File: config.mk
export PLATFORM = sky130hd
export DESIGN_NAME = instr_encoder
export DESIGN_NICKNAME = d
export VERILOG_FILES = /design/src/rtl/instr_encoder.sv
export SDC_FILE = /design/constraint.sdc
export NUM_CORES = 1
export LEC_CHECK = 0
export CAP_MARGIN = 20
export CORE_MARGIN = 5
export CORE_UTILIZATION = 45
export DETAILED_ROUTE_END_ITERATION = 7
export GPL_ROUTABILITY_DRIVEN = 0
export GPL_TIMING_DRIVEN = 0
export PLACE_DENSITY = 0.74
export SLEW_MARGIN = 20
export SYNTH_ARGS = -nofsm -noshare
export SYNTH_HDL_FRONTEND = slang
export SYNTH_SLANG_ARGS = --single-unit
File: constraint.sdc
create_clock -name clk -period 3.24 [get_ports clk]
set_input_delay 0.81 -clock clk [delete_from_list [all_inputs] [get_ports clk]]
set_output_delay 0.81 -clock clk [all_outputs]
set_load 0.01 [all_outputs]
File: src/rtl/instr_encoder.sv
// Instruction encoder: captures a request, validates its op_code, packs it into a
// 32-bit word and writes it to sequential instruction-memory addresses until full.
module instr_encoder #(
  parameter int ADDR_W = 8
) (
  input  logic              clk,
  input  logic              rst,
  input  logic              in_valid,
  output logic              in_ready,
  input  logic [1:0]        op_type,
  input  logic [3:0]        op_code,
  input  logic [3:0]        rd,
  input  logic [3:0]        rs1,
  input  logic [3:0]        rs2,
  input  logic [17:0]       imm,
  input  logic              clear,
  output logic              imem_we,
  output logic [ADDR_W-1:0] imem_addr,
  output logic [31:0]       imem_wdata,
  output logic              err,
  output logic [7:0]        err_cnt,
  output logic              full
);

  typedef enum logic [1:0] {IDLE, ENC, WRITE, FULL} stateT;

  localparam logic [ADDR_W-1:0] lastAddr = {ADDR_W{1'b1}};

  stateT        state, nextState;
  logic [1:0]   opTypeQ;
  logic [3:0]   opCodeQ, rdQ, rs1Q, rs2Q;
  logic [17:0]  immQ;
  logic [31:0]  wordReg;
  logic [ADDR_W-1:0] wrPtr;
  logic [7:0]   errCnt;
  logic         legal;
  logic [31:0]  encWord;

  // Legality and encoding are derived only from the captured copy of the request.
  always_comb begin
    legal = 1'b0;
    case (opTypeQ)
      2'b00:   legal = (opCodeQ[2:0] <= 3'd5);
      2'b01:   legal = (opCodeQ <= 4'd5);
      default: legal = (opCodeQ <= 4'd3);
    endcase
  end

  always_comb begin
    encWord = {opTypeQ, opCodeQ, rdQ, rs1Q, 18'd0};
    if (opTypeQ[0])
      encWord[17:0] = immQ;
    else
      encWord[17:14] = rs2Q;
  end

  always_ff @(posedge clk or posedge rst) begin
    if (rst)
      state <= IDLE;
    else
      state <= nextState;
  end

  always_comb begin
    nextState = state;
    if (clear) begin
      nextState = IDLE;
    end else begin
      case (state)
        IDLE:    if (in_valid) nextState = ENC;
        ENC:     nextState = legal ? WRITE : IDLE;
        WRITE:   nextState = (wrPtr == lastAddr) ? FULL : IDLE;
        default: nextState = FULL;
      endcase
    end
  end

  // Capture, word register, write pointer and saturating error counter.
  always_ff @(posedge clk or posedge rst) begin
    if (rst) begin
      opTypeQ <= '0;
      opCodeQ <= '0;
      rdQ     <= '0;
      rs1Q    <= '0;
      rs2Q    <= '0;
      immQ    <= '0;
      wordReg <= '0;
      wrPtr   <= '0;
      errCnt  <= '0;
    end else if (clear) begin
      wrPtr  <= '0;
      errCnt <= '0;
    end else begin
      case (state)
        IDLE: begin
          if (in_valid) begin
            opTypeQ <= op_type;
            opCodeQ <= op_code;
            rdQ     <= rd;
            rs1Q    <= rs1;
            rs2Q    <= rs2;
            immQ    <= imm;
          end
        end
        ENC: begin
          if (legal)
            wordReg <= encWord;
          else if (errCnt != 8'hFF)
            errCnt <= errCnt + 8'd1;
        end
        WRITE: begin
          if (wrPtr != lastAddr)
            wrPtr <= wrPtr + ADDR_W'(1);
        end
        default: ;
      endcase
    end
  end

  // The write strobe is dropped in any cycle clear is high so a pending write aborts.
  assign imem_we    = (state == WRITE) && !clear;
  assign imem_addr  = wrPtr;
  assign imem_wdata = wordReg;
  assign err        = (state == ENC) && !legal;
  assign err_cnt    = errCnt;
  assign full       = (state == FULL);
  assign in_ready   = (state == IDLE);

endmodule

==> results.json <==
{
  "status": "completed",
  "wire_per_inst_um": 16.0,
  "synth_edf_count": 0,
  "synth_xor_area_share_pct": 1.40,
  "grt_use_total_pct": 16.8,
  "rrSetupSlack_ns": 1.31,
  "rows": 33,
  "coreArea_sq_mm": 0.00818,
  "path_clk_slew_ns": 0.09,
  "first_pass_iters": 4,
  "dp_hpwl_um": 5910,
  "rsz0062_at_grt": "no",
  "crit_arrival_ns": 2.29,
  "finalWirelength_um": 8080,
  "fmax_mhz": 323,
  "cap_violations": 0,
  "startpoint_type": "primary input",
  "synth_top_area_share_pct": 57.4,
  "cts_tree": "done",
  "dieArea_sq_mm": 0.0103,
  "root_buffer": "clkbuf_8",
  "syn_avg_cell_area_sq_um": 12.8,
  "setup_viol": 0,
  "fillers": 683,
  "synth_area_leader_cell": "dfrtp_1",
  "ys_seq_area_share_pct": 57.4,
  "wirelength_met1_um": 3610,
  "crit_chain": "clkdlybuf4s50_1 > buf_4 > nor2_1 > clkdlybuf4s50_1",
  "regToRegEndpoint": "opCodeQ[2]",
  "num_vias": 2603,
  "overflow": 0,
  "dp_cells": 491,
  "place_area_sq_mm": 0.00482,
  "min_period_ns": 3.10,
  "cpLargestDelayFamily": "buffers and inverters",
  "synthArstFlopShare_pct": 100,
  "hold_viol_final": 0,
  "route.detailed.drc": 0,
  "critPathLaunch": "clear",
  "ios": 92,
  "ctsLongestPathBuffers": 2,
  "whs_path_depth": 2,
  "cp.buffers_inverters": 3,
  "syn_to_final_growth_pct": 34.1,
  "synth_cell_types": 40,
  "worst_path_max_delay_cell": "clkdlybuf4s50_1",
  "required_ns": 2.43,
  "period_share_pct": 95.6,
  "synthAdderAreaFrac_pct": 0.667,
  "slew_viol_final": 0,
  "final_cells": 506,
  "setup.worst_path.end_class": "primary output",
  "slew_headroom_pct": 49.1,
  "synth-compound-area-share_pct": 6.00,
  "grt_pass1_vias": 2715,
  "vias_per_cell": 5.14,
  "rr_startpoint": "state[1]",
  "ys.flop_type": "dfrtp_1",
  "antenna_found_initial": 0,
  "port_buffers": 91,
  "crit_path_frequent_cell": "clkdlybuf4s50_1",
  "ir_worst_vdd_v": 0.000386,
  "synth_top_family_by_area": "multiplexers",
  "dr_wl_met2_um": 3900,
  "synth_area_sq_mm": 0.00375,
  "wl_met3_um": 470,
  "tightest_slew_ns": 0.761,
  "synthSimpleGateAreaFrac_pct": 11.2,
  "drt-initial-drc-count": 52,
  "initial_core_util_pct": 45.9,
  "grt_pass1_wl_um": 13600,
  "power.density_mw_per_mm2": 674,
  "synth_cells": 294,
  "path_max_fanout": 19,
  "synth_mux_area_share_pct": 20.5,
  "clock-sinks": 86,
  "fin_tns_setup_ns": 0,
  "critPathKind": "primary input to primary output",
  "clk_latency_ns": 0.35,
  "fin_skew_ns": 0.0102,
  "p_leak_nw": 2.19,
  "fp.dieH_um": 101,
  "multiInputGateArea_sq_mm": 0.00149,
  "hold_class": "register to register",
  "cpPeakStageDelay_ns": 0.62,
  "antenna_cells": 0,
  "syn_nets": 336,
  "yosys_warnings": 0,
  "hold_ws_ns": 0.493,
  "routed.top_layer": "met4",
  "cts_buffers": 9,
  "final_area_sq_mm": 0.00503,
  "final_nets": 438,
  "rr_worst_depth": 4,
  "synth_seq_cells": 86,
  "cts_htree_levels": 3,
  "dieWidth_um": 101,
  "p_total_mw": 3.39,
  "hp-start": "imem_wdata[14]",
  "synth_area_leaders": "dfrtp_1 57%, mux2_4 12%, mux2_2 6.3%, nand2_1 3.6%, o21ai_0 2.8%",
  "drive_above_1_share_pct": 20.0,
  "ff_latch_area_sq_mm": 0.00215,
  "grt_max_degree": 55,
  "ant_nets": 0,
  "hold_end": "imem_wdata[14]"
}
routing by layer:
| layer | global-route usage [%] | vias up |
|---|---|---|
| met1 | 22.3 | 1302 |
| met3 | 4.41 | 11 |
| met2 | 27.1 | 66 |
| li1 | - | 1224 |
| met4 | 5.21 | 0 |
| met5 | 0 | - |
placed cells by master (no fill, tap or decap), drive strengths merged:
cell and instances:
a2111oi 2, a211oi 2, a21oi 7, a41o 1, a41oi 1, and2 1
and2b 1, and3 3, and4 1, and4b 1, buf 10, bufinv 1
clkbuf 15, clkdlybuf4s50 91, clkinv 1, clkinvlp 3, dfrtp 86, ha 2
inv 5, mux2 52, mux2i 7, nand2 36, nand2b 4, nand3 6
nand4 3, nand4b 1, nor2 14, nor2b 3, nor3 4, nor3b 2
nor4 1, nor4b 1, nor4bb 1, o211a 1, o211ai 1, o21ai 23
or3 1, xnor2 4, xor2 2
power breakdown:
group,internal (mW),total [mW],switching [mW]
clock,0.381,0.776,0.394
sequential,1.37,1.56,0.187
combinational,0.653,1.05,0.401
total,2.41,3.39,0.982
through the flow:
step	utilization (%)	worst slack, ns
2_1_floorplan	-	0.208
3_5_place_dp	59.0	-0.445
3_3_place_gp	58.6	-1.09
5_1_grt	61.5	0.0259
6_report	61.5	0.143
4_1_cts	61.5	0.0833
worst reg2reg max path, stage by stage, from the launching register on:
cell and delay, ns:
dfrtp_1 0.38, buf_6 0.14, nor4b_4 0.69, buf_6 0.28, mux2_4 0.32
area by class of cell:
type,instances,share of cell area (%)
plain buffers,14,1.82
clock buffers,10,2.74
clock inverters,6,1.39
inverters,4,0.348
multi-input cells,189,29.7
flip-flops and latches,86,42.8
well taps,105,2.61
repair buffers,92,18.7
cells by family (layout without fill, tap and decap cells):
| logic type | after synthesis | after routing |
|---|---|---|
| flip-flops | 86 | 86 |
| AND/OR/NAND/NOR | 84 | 84 |
| multiplexers | 59 | 59 |
| AO/OA/AOI/OAI | 38 | 38 |
| buffers and inverters | 19 | 126 |
| XOR/XNOR | 6 | 6 |
| adder cells (fa/ha/maj) | 2 | 2 |
cells in the mapped netlist, types with 4 or more instances:
master	number
nor2_1	14
o21ai_0	21
inv_1	4
dfrtp_1	86
nor3_1	4
nand3_1	6
mux2_2	21
a21oi_1	7
mux2i_1	7
clkbuf_1	7
buf_6	4
nand2b_1	4
buf_2	4
nand2_1	36
mux2_4	30
xnor2_1	4
repair_timing:
| action | 4_1_cts | 5_1_grt |
|---|---|---|
| buffers inserted | 0 | 0 |
| endpoints found under the setup margin | 1 | 1 |
| hold buffers | 0 | 0 |
| resized for setup | 2 | 1 |
registers in the layout, indices dropped and copies added, names as in the netlist:
signal	count
imem_wdata	32
immQ	18
err_cnt	8
imem_addr	8
opCodeQ	4
rdQ	4
rs1Q	4
rs2Q	4
opTypeQ	2
state	2
how the worst max path moves through the flow:
stage                       endpoint  depth (start not counted)  slack, ns
after global routing         imem_we                          4       0.03
after detailed placement     imem_we                          5      -0.44
after global placement        rdQ[0]                          2      -1.09
final                        imem_we                          4       0.14
after CTS                    imem_we                          4       0.08
after floorplan           err_cnt[0]                          1       0.21
(Power assumes the default switching activity.)
